[config.mk]
export PLATFORM = sky130hd
export DESIGN_NAME = pipe_hazard_ctrl
export DESIGN_NICKNAME = d
export VERILOG_FILES = /design/src/rtl/pipe_hazard_ctrl.sv
export SDC_FILE = /design/constraint.sdc
export NUM_CORES = 1
export LEC_CHECK = 0
export BUFFER_PORTS_ARGS = -buffer_cell sky130_fd_sc_hd__buf_2
export CELL_PAD_IN_SITES_DETAIL_PLACEMENT = 0
export CELL_PAD_IN_SITES_GLOBAL_PLACEMENT = 1
export CORE_ASPECT_RATIO = 1.4
export CORE_MARGIN = 2
export CORE_UTILIZATION = 35
export DETAILED_ROUTE_END_ITERATION = 8
export PLACE_DENSITY = 0.81
export SYNTH_ARGS = -nofsm -noshare
export SYNTH_HDL_FRONTEND = slang
export SYNTH_SLANG_ARGS = --single-unit
[constraint.sdc]
create_clock -name clk -period 2.26 [get_ports clk]
set_input_delay 0.452 -clock clk [delete_from_list [all_inputs] [get_ports clk]]
set_output_delay 0.452 -clock clk [all_outputs]
set_load 0.02 [all_outputs]
[src/rtl/pipe_hazard_ctrl.sv]
// rtl/pipe_hazard_ctrl.sv - stall/flush controller for the 5-stage RV32I pipeline
// Same-cycle hazard response; the FSM only tracks dmem waits for the watchdog.
module pipe_hazard_ctrl #(
  parameter int REGADDR_WIDTH = 5,
  parameter int CNT_WIDTH     = 32,
  parameter int WAIT_LIMIT    = 255
) (
  input  logic                     clk,
  input  logic                     reset,
  input  logic [REGADDR_WIDTH-1:0] rs1_id,
  input  logic [REGADDR_WIDTH-1:0] rs2_id,
  input  logic                     rs1_used_id,
  input  logic                     rs2_used_id,
  input  logic                     memread_ex,
  input  logic [REGADDR_WIDTH-1:0] rd_ex,
  input  logic                     redirect_ex,
  input  logic                     imem_ready,
  input  logic                     dmem_req_mem,
  input  logic                     dmem_ready,
  output logic                     pc_en,
  output logic                     ifid_en,
  output logic                     ifid_flush,
  output logic                     idex_en,
  output logic                     idex_flush,
  output logic                     exmem_en,
  output logic                     memwb_flush,
  output logic                     bus_error,
  output logic [CNT_WIDTH-1:0]     stall_cycles,
  output logic [CNT_WIDTH-1:0]     flush_count
);

  typedef enum logic [1:0] {RUN, DWAIT, ERR} state_e;

  state_e               state_q, state_d;
  logic [15:0]          wait_cnt_q, wait_cnt_d;
  logic                 bus_error_q, bus_error_d;
  logic [CNT_WIDTH-1:0] stall_q, stall_d;
  logic [CNT_WIDTH-1:0] flush_q, flush_d;
  logic                 lu, dwait, redirect_act;

  assign lu = memread_ex && (rd_ex != '0) &&
              ((rs1_used_id && (rs1_id == rd_ex)) || (rs2_used_id && (rs2_id == rd_ex)));
  assign dwait = dmem_req_mem && !dmem_ready;

  always_ff @(posedge clk) begin
    if (reset) begin
      state_q     <= RUN;
      wait_cnt_q  <= '0;
      bus_error_q <= 1'b0;
      stall_q     <= '0;
      flush_q     <= '0;
    end else begin
      state_q     <= state_d;
      wait_cnt_q  <= wait_cnt_d;
      bus_error_q <= bus_error_d;
      stall_q     <= stall_d;
      flush_q     <= flush_d;
    end
  end

  always_comb begin
    state_d     = state_q;
    wait_cnt_d  = wait_cnt_q;
    bus_error_d = bus_error_q;
    case (state_q)
      RUN: begin
        if (dwait) begin
          state_d    = DWAIT;
          wait_cnt_d = 16'd1;
        end
      end
      DWAIT: begin
        if (dmem_ready) begin
          state_d = RUN;
        end else if (wait_cnt_q == 16'(WAIT_LIMIT)) begin
          state_d     = ERR;
          bus_error_d = 1'b1;
        end else begin
          wait_cnt_d = wait_cnt_q + 16'd1;
        end
      end
      ERR:     state_d = ERR;
      default: state_d = RUN;
    endcase
  end

  always_comb begin
    pc_en        = 1'b0;
    ifid_en      = 1'b0;
    ifid_flush   = 1'b0;
    idex_en      = 1'b0;
    idex_flush   = 1'b0;
    exmem_en     = 1'b0;
    memwb_flush  = 1'b0;
    redirect_act = 1'b0;
    if (reset) begin
      ifid_flush  = 1'b1;
      idex_flush  = 1'b1;
      memwb_flush = 1'b1;
    end else if (state_q == ERR || dwait) begin
      // Freeze: a pending redirect or load-use stays in EX/ID and is re-seen on release.
      memwb_flush = 1'b1;
    end else if (redirect_ex) begin
      redirect_act = 1'b1;
      pc_en        = 1'b1;
      ifid_en      = 1'b1;
      ifid_flush   = 1'b1;
      idex_en      = 1'b1;
      idex_flush   = 1'b1;
      exmem_en     = 1'b1;
    end else if (lu) begin
      idex_en    = 1'b1;
      idex_flush = 1'b1;
      exmem_en   = 1'b1;
    end else if (!imem_ready) begin
      ifid_en    = 1'b1;
      ifid_flush = 1'b1;
      idex_en    = 1'b1;
      exmem_en   = 1'b1;
    end else begin
      pc_en    = 1'b1;
      ifid_en  = 1'b1;
      idex_en  = 1'b1;
      exmem_en = 1'b1;
    end
  end

  always_comb begin
    stall_d = stall_q;
    flush_d = flush_q;
    if (!pc_en && !(&stall_q)) stall_d = stall_q + 1'b1;
    if (redirect_act && !(&flush_q)) flush_d = flush_q + 1'b1;
  end

  assign bus_error    = bus_error_q;
  assign stall_cycles = stall_q;
  assign flush_count  = flush_q;

endmodule
==> results.cfg <==
[run_status]
status = completed

[worst_setup_path]
critPathBufInv = 2
cp_data_required_time_ps = 1810
rr_endpoint = stall_cycles[21]
path_common_cell = nor2_1
critPathLaunchType = input port
max_stage_delay_ps = 540
cp_max_fo = 3
worstPathCellList = buf_8, or4_4, o21ai_4, nor2b_2, nor2_1, nor2_1, o21ai_1, buf_4
crit_type = input port to primary output
rr_startpoint = stall_cycles[4]
ff2ff_setup_slack_ps = 120
crit_arrival_ps = 1780
reg2reg_depth = 8
worst_setup_path_end_kind = primary output
crit_slowest_cell = or4_4
crit_family = simple AND/OR/NAND/NOR gates

[clocking]
cts_tree = yes
clk_latency_ps = 340
cts_buffer_depth = 2
cts_root_buf = clkbuf_16
htreeDepth = 3
cts_sinks = 83
ctsHoldBuffers = 0
cts_buffers = 9
clk_pin_slew_ps = 50

[synthesis]
synth_area_sq_mm = 0.00433
synth-simple-area-share_pct = 32.4
synth-seq-area-share_pct = 38.4
synth_compound_area_share_pct = 11.0
ys_ff_latch = 83
synth_top_family_by_area = simple AND/OR/NAND/NOR gates
synth_mux_area_share_pct = 2.72
synth_cell_type_count = 58
syn_avg_cell_area_sq_um = 8.69
synthArstFlopShare_pct = 0
synth_edf_count = 0
synth-xor-area-share_pct = 10.5
yosysWarnings = 0
syn_nets = 525
synthCells = 498
synth_ff_type = dfxtp_1
synthAdderAreaFrac_pct = 0.868

[die]
die_area_sq_mm = 0.0133
io_pins = 96
die_h_um = 136
coreArea_sq_mm = 0.0122
die_x_um = 98.0
rows = 48
initial_utilization_pct = 35.5

[placed_design]
place_hpwl_um = 8220
place_ws_ps = -70.6
gp_congestion = 0.785
port_buffers = 95

[timing]
maxSlewViolCount = 0
setup_tns_ps = 0
min_period_over_period_pct = 98.7
fmax_mhz = 448
clock_skew_ps = 9.52
setup_viol = 0
finalHoldViolCount = 0
worst_slack_ps = 29.0
min_period_ps = 2230
grt_setup_unrepaired = true
tightestPinTransition_ps = 716
fin_hold_ws_ps = 379
relSlewSlack_pct = 52.3

[global_routing]
grt_pass1_vias = 3881
overflow = 0
grt_start_max_net_pins = 72
track_usage_pct = 16.8
grt_pass1_wl_um = 18300
antenna_found_initial = 0

[route]
drc_errors = 0
ant_nets = 0
viasPerCell = 5.25
avgRoutedWirePerCell_um = 14.2
drt_iter0_drc = 116
dr.pass1.iters = 6
routed_wl_um = 11000
vias = 4076

[layout]
n_antenna_cell = 0
drive_above_1_share_pct = 29.9
mostFrequentLayoutCells = buf_2, dfxtp_1, nor2_1
area_growth_pct = 27.5
final_util_pct = 45.3
fillCellCount = 1215
final_nets = 648
final_common_cell = buf_2

[power_and_ir_drop]
ir_worst_vdd_uv = 281
power.leakage_nw = 2.29
total_power_mw = 3.11
power_density_mw_per_mm2 = 563

[job]
maxCapViolCount = 0

[worst_hold_path]
min-delay-path-class = input port to flop
min_to = state_q[1]
holdPathStages = 2
min_from = reset
[area by class of cell]
class	count	area (sq um)	area share, %
clock buffers	12	256	4.65
clock inverters	4	25.0	0.454
inverters	11	41.3	0.748
multi-input cells	382	2540	46.0
flip-flops and latches	83	1660	30.1
well taps	150	188	3.40
repair buffers	134	807	14.6
[sequential cells by signal, summed over array words and instances, names as in the netlist]
register	flops
flush_count	32
wait_cnt_q	16
stall_cycles	32
bus_error	1
state_q	2
[metrics by stage]
stage                     cells  area, sq um
after global placement      759         5160
after detailed placement    759         5160
after floorplan             498         4330
after global routing        776         5520
after CTS                   775         5450
final                       776         5520
[report_power, final]
part / switching [mW] / internal (mW) / total (mW)
combinational: 0.143 / 0.103 / 0.246
sequential: 0.00997 / 1.47 / 1.48
clock: 0.576 / 0.800 / 1.38
[what timing repair did]
item,in CTS,in global routing
endpoints found under the setup margin,1,13
pin swaps,0,7
gates resized for setup,1,18
hold endpoints to repair,0,0
buffers inserted,0,1
[how the worst max path moves through the flow]
stage	start	end	slack, ps	depth (start not counted)
after global routing	rd_ex[4]	ifid_en	-30	7
after CTS	rd_ex[1]	ifid_flush	10	8
after detailed placement	rd_ex[1]	stall_cycles[20]	-70	10
after global placement	rd_ex[1]	stall_cycles[22]	-50	10
after floorplan	rd_ex[1]	ifid_flush	30	6
final	rd_ex[4]	ifid_flush	30	8
[synth_stat cells (all sizes together), types with 3 or more instances]
cell	number	area, sq um
xor2	26	228
nand2	31	119
nor2	71	274
or4	15	113
dfxtp	83	1660
mux2	8	97.6
nor3	9	66.3
inv	11	41.3
nor4	5	52.6
and2	6	40.0
or3	7	43.8
clkbuf	9	33.8
and4	11	98.8
nand3	29	145
ha	3	37.5
o41ai	5	43.8
nor2b	9	56.3
or4b	3	30.0
o21ai	13	65.1
xnor2	26	228
o31ai	12	90.1
a21oi	29	149
buf	13	98.8
nand4	24	163
and3	18	113
[cell families (layout without fill, tap and decap cells)]
| family | count (synthesis) | in the layout |
|---|---|---|
| xor+xnor | 52 | 52 |
| fa+ha+maj | 3 | 3 |
| mux | 10 | 10 |
| flops | 83 | 83 |
| simple gates | 247 | 247 |
| compound gates | 70 | 70 |
| buf+inv | 33 | 161 |
[metal layers]
metal	vias to the layer above	wire length [um]	GRT usage (%)
li1	2033	-	-
met1	1967	4450	19.3
met2	63	6060	31.0
met3	13	365	2.84
met4	0	170	6.17
met5	-	0	0
[worst reg2reg max path, stage by stage, from the launching register on]
cell and delay (ps):
dfxtp_1 360, and4_4 220, and3_1 270, nand2_1 160
nor2_4 70, buf_4 150, nor2_1 200, or4b_1 470
a21oi_1 170
No activity file was read; power rests on OpenSTA's default activity.
